`config.mk`:
```
export PLATFORM = sky130hd
export DESIGN_NAME = output_serializer_flat
export DESIGN_NICKNAME = d
export VERILOG_FILES = /design/src/rtl/output_serializer_if.sv /design/src/rtl/output_serializer.sv /design/src/flat_wrapper.sv
export SDC_FILE = /design/constraint.sdc
export NUM_CORES = 1
export LEC_CHECK = 0
export BUFFER_PORTS_ARGS = -buffer_cell sky130_fd_sc_hd__buf_4
export CAP_MARGIN = 5
export CORE_MARGIN = 5
export CORE_UTILIZATION = 55
export DETAILED_ROUTE_END_ITERATION = 16
export PLACE_DENSITY = 0.85
export SLEW_MARGIN = 20
export SYNTH_ARGS = -nofsm -noshare
export SYNTH_HDL_FRONTEND = slang
export SYNTH_SLANG_ARGS = --single-unit
```
`constraint.sdc`:
```
create_clock -name clk -period 5.5 [get_ports clk]
set_clock_uncertainty 0.1 [all_clocks]
set_input_delay 0.55 -clock clk [delete_from_list [all_inputs] [get_ports clk]]
set_output_delay 0.55 -clock clk [all_outputs]
set_load 0.01 [all_outputs]
```
`src/rtl/output_serializer_if.sv`:
```
// Response bus between wishbone_master (producer) and output_serializer (consumer).
// out_en is only meaningful while out_ready is high.
interface output_serializer_if;
    logic        out_en;
    logic [31:0] out_status;
    logic [31:0] out_address;
    logic [31:0] out_data;
    logic [27:0] out_data_count;
    logic        out_ready;

    modport master (
        output out_en,
        output out_status,
        output out_address,
        output out_data,
        output out_data_count,
        input  out_ready
    );

    modport slave (
        input  out_en,
        input  out_status,
        input  out_address,
        input  out_data,
        input  out_data_count,
        output out_ready
    );
endinterface

```
`src/rtl/output_serializer.sv`:
```
// Turns wishbone_master responses into a byte stream for the host PHY: a 17-byte header
// (sync, status, count, address, data) or a 4-byte continuation word for burst reads.
module output_serializer #(
    parameter logic [7:0] SYNC_BYTE = 8'hDC
) (
    input  logic                  clk,
    input  logic                  rst_n,
    input  logic                  ih_reset_i,
    output_serializer_if.slave    rsp,
    output logic [7:0]            byte_data_o,
    output logic                  byte_valid_o,
    input  logic                  byte_ready_i,
    output logic                  busy_o
);

    typedef enum logic [2:0] {
        ST_IDLE,
        ST_SYNC,
        ST_STATUS,
        ST_COUNT,
        ST_ADDR,
        ST_DATA
    } state_e;

    state_e      state_q, state_d;
    logic [1:0]  byte_idx_q, byte_idx_d;
    logic [27:0] remaining_q, remaining_d;
    logic        capture;
    logic        xfer;

    logic [31:0] status_q;
    logic [31:0] address_q;
    logic [31:0] data_q;
    logic [27:0] count_q;
    logic [31:0] field_word;

    // Outputs decode straight from registered state, so async reset reaches them at once.
    assign byte_valid_o  = (state_q != ST_IDLE);
    assign busy_o        = (state_q != ST_IDLE);
    assign rsp.out_ready = (state_q == ST_IDLE);
    assign xfer          = byte_valid_o && byte_ready_i;

    // NOTE: every variable driven here gets a default first; a missed branch would
    // otherwise infer a latch instead of holding the registered value.
    always_comb begin
        state_d     = state_q;
        byte_idx_d  = byte_idx_q;
        remaining_d = remaining_q;
        capture     = 1'b0;

        if (ih_reset_i) begin
            state_d     = ST_IDLE;
            byte_idx_d  = 2'd0;
            remaining_d = 28'd0;
        end else begin
            unique case (state_q)
                ST_IDLE: begin
                    if (rsp.out_en) begin
                        capture    = 1'b1;
                        byte_idx_d = 2'd3;
                        if (remaining_q == 28'd0) begin
                            state_d     = ST_SYNC;
                            remaining_d = rsp.out_data_count;
                        end else begin
                            state_d     = ST_DATA;
                            remaining_d = remaining_q - 28'd1;
                        end
                    end
                end
                ST_SYNC: begin
                    if (xfer) begin
                        state_d    = ST_STATUS;
                        byte_idx_d = 2'd3;
                    end
                end
                ST_STATUS, ST_COUNT, ST_ADDR: begin
                    if (xfer) begin
                        // Index wraps 0 -> 3 exactly when the next field starts.
                        byte_idx_d = byte_idx_q - 2'd1;
                        if (byte_idx_q == 2'd0) begin
                            unique case (state_q)
                                ST_STATUS: state_d = ST_COUNT;
                                ST_COUNT:  state_d = ST_ADDR;
                                default:   state_d = ST_DATA;
                            endcase
                        end
                    end
                end
                ST_DATA: begin
                    if (xfer) begin
                        byte_idx_d = byte_idx_q - 2'd1;
                        if (byte_idx_q == 2'd0) begin
                            state_d    = ST_IDLE;
                            byte_idx_d = 2'd0;
                        end
                    end
                end
                default: begin
                    state_d    = ST_IDLE;
                    byte_idx_d = 2'd0;
                end
            endcase
        end
    end

    // NOTE: sequential state uses non-blocking assignments so every register
    // samples the pre-edge values regardless of statement order.
    always_ff @(posedge clk or negedge rst_n) begin
        if (!rst_n) begin
            state_q     <= ST_IDLE;
            byte_idx_q  <= 2'd0;
            remaining_q <= 28'd0;
        end else begin
            state_q     <= state_d;
            byte_idx_q  <= byte_idx_d;
            remaining_q <= remaining_d;
        end
    end

    // NOTE: the payload holding registers are deliberately not reset; they are only
    // observed outside IDLE, which is always entered through a capture that loads them.
    always_ff @(posedge clk) begin
        if (capture) begin
            status_q  <= rsp.out_status;
            address_q <= rsp.out_address;
            data_q    <= rsp.out_data;
            count_q   <= rsp.out_data_count;
        end
    end

    always_comb begin
        field_word = 32'h0;
        unique case (state_q)
            ST_STATUS: field_word = status_q;
            ST_COUNT:  field_word = {4'h0, count_q};
            ST_ADDR:   field_word = address_q;
            ST_DATA:   field_word = data_q;
            default:   field_word = 32'h0;
        endcase
    end

    always_comb begin
        byte_data_o = 8'h00;
        if (state_q == ST_SYNC) begin
            byte_data_o = SYNC_BYTE;
        end else if (state_q != ST_IDLE) begin
            byte_data_o = field_word[{byte_idx_q, 3'b000} +: 8];
        end
    end

endmodule

```
`src/flat_wrapper.sv`:
```
// flat-port wrapper written by rule: the top's interface ports become plain ports
module output_serializer_flat 
#(
    parameter logic [7:0] SYNC_BYTE = 8'hDC
)
  (clk, rst_n, ih_reset_i, byte_data_o, byte_valid_o, byte_ready_i, busy_o, rsp_out_en, rsp_out_status, rsp_out_address, rsp_out_data, rsp_out_data_count, rsp_out_ready);
  output_serializer_if rsp_i ();
  input  logic clk;
  input  logic rst_n;
  input  logic ih_reset_i;
  output logic [7:0] byte_data_o;
  output logic byte_valid_o;
  input  logic byte_ready_i;
  output logic busy_o;
  input wire logic [$bits(rsp_i.out_en)-1:0] rsp_out_en;
  input wire logic [$bits(rsp_i.out_status)-1:0] rsp_out_status;
  input wire logic [$bits(rsp_i.out_address)-1:0] rsp_out_address;
  input wire logic [$bits(rsp_i.out_data)-1:0] rsp_out_data;
  input wire logic [$bits(rsp_i.out_data_count)-1:0] rsp_out_data_count;
  output wire logic [$bits(rsp_i.out_ready)-1:0] rsp_out_ready;
  assign rsp_i.out_en = rsp_out_en;
  assign rsp_i.out_status = rsp_out_status;
  assign rsp_i.out_address = rsp_out_address;
  assign rsp_i.out_data = rsp_out_data;
  assign rsp_i.out_data_count = rsp_out_data_count;
  assign rsp_out_ready = rsp_i.out_ready;
  output_serializer #(.SYNC_BYTE(SYNC_BYTE)) u_core (.clk(clk), .rst_n(rst_n), .ih_reset_i(ih_reset_i), .rsp(rsp_i), .byte_data_o(byte_data_o), .byte_valid_o(byte_valid_o), .byte_ready_i(byte_ready_i), .busy_o(busy_o));
endmodule
```
# After elaboration in Yosys (flattened, before gate mapping)
# Cells that the tools add are included.
[op_classes] addsub=2 n_eq_ne=11 n_shift=1 n_mux=27 reduce_logical=11
[ops] op="$pmux 32 s4" n=1
[ops] op="$mux 28" n=4
[ops] op="$shiftx 32x6->8" n=1
[ops] op="$logic_not 28->1" n=1
[ops] op="$sub 28x1->28 const B" n=1
[ops] op="$mux 3" n=8
[ops] op="$mux 8" n=2
[ops] op="$ne 3x2->1 const B" n=5
[ops] op="$mux 2" n=6
[ops] op="$pmux 3 s4" n=1
[ops] op="$pmux 2 s4" n=1
[ops] op="$eq 3x2->1 const B" n=2
[ops] op="$eq 3x3->1 const B" n=2
[ops] op="$pmux 3 s2" n=1
[ops] op="$reduce_and 6->1" n=1
[ops] op="$reduce_and 4->1" n=1
[ops] op="$reduce_bool 2->1" n=2
[ops] op="$eq 3x1->1 const B" n=1
[ops] op="$logic_not 3->1" n=1
[ops] op="$mux 1" n=3
[ops] op="$ne 3x3->1 const B" n=1
[ops] op="$reduce_bool 3->1" n=1
[ops] op="$reduce_or 3->1" n=1
[ops] op="$logic_not 2->1" n=1
[ops] op="other kinds (3)" n=3
[totals] ff_bits=157 inputBits=129 output_inout_bits=11 wordCells=59

# Logic depth before layout (Yosys ltp)
[logic_depth] ltp_word=6 depth_mapped=9 depth_no_buf=7

# Worst setup path after synthesis
# OpenSTA, ideal clock, no wires.
[synth_timing] path_kind="register to register" from="register u_core.state_q[2]" to="register u_core.remaining_q[16]" setup_ns=0.089 t_arrival_ns=4.335 t_required_ns=5.311 slack_ns=0.976 path_stages_with_launch=7 n_path_buf=1 synth_period_minus_slack_ns=4.524 cell_sequence="dfrtp_1 -> clkbuf_1 -> nor4b_2 -> nand2_1 -> inv_1 -> o21ai_0 -> o21ai_1"
[synth_via] elab_chain_len=3
[synth_lines] item="from (decl)" line="output_serializer.sv:25" text="state_e state_q, state_d;"
[synth_lines] item="from (signal assigned)" line="output_serializer.sv:114" text="state_q <= state_d;"
[synth_lines] item="$logic_not 3->1" line="output_serializer.sv:56" text="unique case (state_q)"
[synth_lines] item="$reduce_bool 2->1 (no line)"
[synth_lines] item="$reduce_and 2->1 (no line)"
[synth_lines] item="to (signal assigned)" line="output_serializer.sv:116" text="remaining_q <= remaining_d;"
[synth_lines] item="to (decl)" line="output_serializer.sv:27" text="logic [27:0] remaining_q, remaining_d;"
# Every way passes these cells.
# A chain may end at the register's enable or synchronous reset.

# Worst setup path in the final report
[layout_timing] from="register u_core.state_q[0]" to="output byte_data_o[3]"
[layout_via] elab_chain_len=5 elab_cells_between_ends=10 classes_between="5 x eq/ne; 1 x shift; 3 x mux; 1 x reduce/logical"
[layout_lines] item="$eq 3x3->1 / $eq 3x2->1 (equally long branches)" line="output_serializer.sv:133" text="unique case (state_q)"
[layout_lines] item="$pmux 32 s4" line="output_serializer.sv:133"
[layout_lines] item="$shiftx 32x6->8" line="output_serializer.sv:147" text="byte_data_o = field_word[{byte_idx_q, 3'b000} +: 8];"
[layout_lines] item="$mux 8" line="output_serializer.sv:146" text="end else if (state_q != ST_IDLE) begin"
[layout_lines] item="$mux 8 (*)" line="output_serializer.sv:144" text="if (state_q == ST_SYNC) begin"
[layout_lines] item="to (decl)" line="flat_wrapper.sv:11" text="output logic [7:0] byte_data_o;"
# Mark *: on every way between the ends. The rest lies on a longest branch, timed or not.

==> flow_summary.yaml <==
worst_setup_path:
  path_cells: "nor3b_2, nand2_1, o21ai_0, a211oi_1, o311ai_0, buf_4"
  critPathKind: "register to output port"
  worstSetupEndpointType: "output port"
  r2r_end: "u_core.status_q[24]$_DFFE_PP_"
  startpoint_type: "register"
  required_ps: 4850
  r2r-start: "u_core.state_q[0]$_DFFE_PN0P_"
  worstSetupStartpoint: "u_core.state_q[0]$_DFFE_PN0P_"
  rrSetupSlack_ps: 2190
  cp_slowest_cell: "nor3b_2"
  slowest_delay_ps: 920
  arrival_ps: 3160
  path_max_fanout: 65
  path_buf_inv: 1
  reg2reg_depth: 6
  crit_family: "simple AND/OR/NAND/NOR gates"
route:
  drc: 0
  drtIter0Drc: 695
  routedWlPerCell_um: 22.06
  dr_total_vias: 5420
  antenna_left: 0
  viasPerCell: 6.159
  drt_wl_total_um: 19410
  dr.pass1.iters: 8
global_route:
  overflow: 0
  grt_max_degree: 66
  grt_antenna_before_repair: 0
  grt_first_pass_wirelength_um: 30120
  grtUsageTotal: 0.2495
  grt_pass1_vias: 5402
floorplanning:
  core_sq_um: 12770
  die_x_um: 124.6
  floorplan.die.height_um: 124.6
  start_util: 0.5655
  pin_count: 140
  die-area_sq_um: 15530
  placementRows: 41
sta:
  slew_violations: 0
  fmax_mhz: 262.7
  tightest_slew_ps: 1049
  setup_viol: 0
  fin_ws_ps: 1694
  finalCritPeriodShare: 0.6921
  hold_violations: 0
  maxSlewHeadroom: 0.3006
  tns_ps: 0
  timing.hold.ws_ps: 185.8
  grt_setup_unrepaired: "no"
  min_period_ps: 3806
cts:
  cts_tree: "yes"
  cts.sinks: 157
  clockBufferDepth: 2
  clk_pin_slew_ps: 60
  cts.htree.levels: 4
  clock_latency_ps: 430
  post_cts_buffers: 0
  cts.hold.buffers_added: 1
  numCtsBuffers: 17
  cts_resized: 0
  root_buffer: "clkbuf_16"
worst_hold_path:
  worstHoldPathCells: 1
  worstHoldPathType: "primary input to register"
  hold_end: "u_core.address_q[16]$_DFFE_PP_"
  hold_path_startpoint: "rsp_out_address[16]"
synthesis:
  synth.most_common_cell: "edfxtp_1"
  synth_top_area_share: 0.5155
  synth_mux_area_frac: 0.09596
  netlist_top_cells_area: "edfxtp_1 (52%), dfrtp_1 (11%), mux2i_1 (9.3%)"
  ys_seq_area_frac: 0.6298
  synthCells: 566
  yosys_warnings: 0
  synth_common_cells: "edfxtp_1 (124), mux2i_1 (67), dfrtp_1 (33), nor2_1 (33), nand2_1 (28)"
  ys_ff_latch: 157
  async_flop_share: 0.2102
  synth_top_family_by_area: "compound AO/OA/AOI/OAI gates"
  syn_area_sq_um: 7223
  synth_cell_types: 57
  syn_nets: 700
  yosys.area_share.simple: 0.09544
  synth.avg_cell_area_sq_um: 12.76
  synth_compound_area_frac: 0.1358
  synth_area_leader_cell: "edfxtp_1"
  synth_edf_count: 124
  yosys.area_share.adder: 0.008661
  ys.flop_type: "edfxtp_1"
  synth_xor_area_frac: 0
power:
  cellLeakagePower_nw: 3.515
  p_per_area_nw_per_um2: 564.4
  p_int_mw: 3.126
  pwr-share-comb: 0.407
  p_sw_mw: 1.967
  vdd_drop_max_mv: 0.4076
  p_sw_frac: 0.3862
  pwr-share-seq: 0.352
  clock_power_share: 0.241
cells_and_area:
  final_nets: 829
  drive_above_1_share: 0.2684
  antennaDiodeCount: 0
  synthToLayoutAreaGrowth_pct: 24.94
placed_design:
  port_buffers: 139
  hpwl_um: 13610
  gp_congestion: 0.9087
  place_ws_ps: 2168
run_status:
  status: "finished, final reports clean"
job:
  max_cap_viol_count: 0
==> state kept, by name, summed over array words and instances, names as in the netlist <==
signal,count
u_core.address_q,32
u_core.byte_idx_q,2
u_core.count_q,28
u_core.data_q,32
u_core.remaining_q,28
u_core.state_q,3
u_core.status_q,32
==> cells by family (layout without fill, tap and decap cells) <==
| group | Yosys count | after routing |
|---|---|---|
| AOI/OAI and AO/OA | 143 | 143 |
| adders and majority gates | 5 | 5 |
| buffers and inverters | 61 | 203 |
| DFF | 157 | 157 |
| muxes | 69 | 69 |
| and+or+nand+nor | 131 | 131 |
==> layer usage <==
metal / routed length (um) / global-route usage
met4: 249 / 0.07672
met3: 1690 / 0.06046
met1: 7808 / 0.3373
met5: 0 / 0
met2: 9665 / 0.4017
==> power groups by stage <==
stage / combinational [mW] / sequential [mW] / clock [mW]
after floorplan: 1.59 / 1.65 / 0
after global placement: 1.94 / 1.78 / 0
after detailed placement: 2.01 / 1.80 / 0
after CTS: 2.03 / 1.78 / 1.24
after global routing: 2.25 / 1.81 / 1.29
final: 2.07 / 1.79 / 1.23
==> worst max-delay path by stage <==
stage / depth (start not counted) / to
after floorplan: 6 / u_core.remaining_q[16]$_DFFE_PN0P_
after global placement: 6 / byte_data_o[3]
after global routing: 6 / byte_data_o[3]
final: 6 / byte_data_o[3]
after detailed placement: 6 / byte_data_o[3]
after CTS: 6 / byte_data_o[3]
==> area by class of cell <==
cell class                 instances  area (sq um)
inverter                          24         92.59
tap                              172         215.2
fill                             862          3749
timing repair buffer             147          1106
sequential                       157          4553
clock buffer                      17         425.4
multi-input combinational        348          2436
clock inverter                    15         196.4
==> cell usage in the layout (no fill, tap or decap), types with 5 or more instances in the layout <==
cell / netlist / final
buf_4: 1 / 146
edfxtp_1: 124 / 124
mux2i_1: 67 / 67
nor2_1: 33 / 33
dfrtp_1: 33 / 32
nand2_1: 28 / 28
a21oi_1: 27 / 27
o21ai_0: 25 / 25
inv_1: 23 / 22
nor3_1: 18 / 17
nand3_1: 17 / 17
clkbuf_16: 0 / 17
o22ai_1: 16 / 16
o32ai_1: 13 / 13
o211ai_1: 8 / 8
o221ai_1: 6 / 6
a211oi_1: 6 / 6
or3_1: 6 / 6
o41ai_1: 6 / 6
o2bb2ai_1: 5 / 5
o31ai_1: 5 / 5
ha_1: 5 / 5
==> metrics by stage <==
stage	cells	utilization	power, mW	area (sq um)
2_1_floorplan	566	-	3.242	7223
3_3_place_gp	847	0.6567	3.727	8388
3_5_place_dp	847	0.6567	3.812	8388
4_1_cts	880	0.7061	5.053	9020
5_1_grt	880	0.7065	5.362	9025
6_report	880	0.7065	5.093	9025
(Power assumes the default switching activity.)
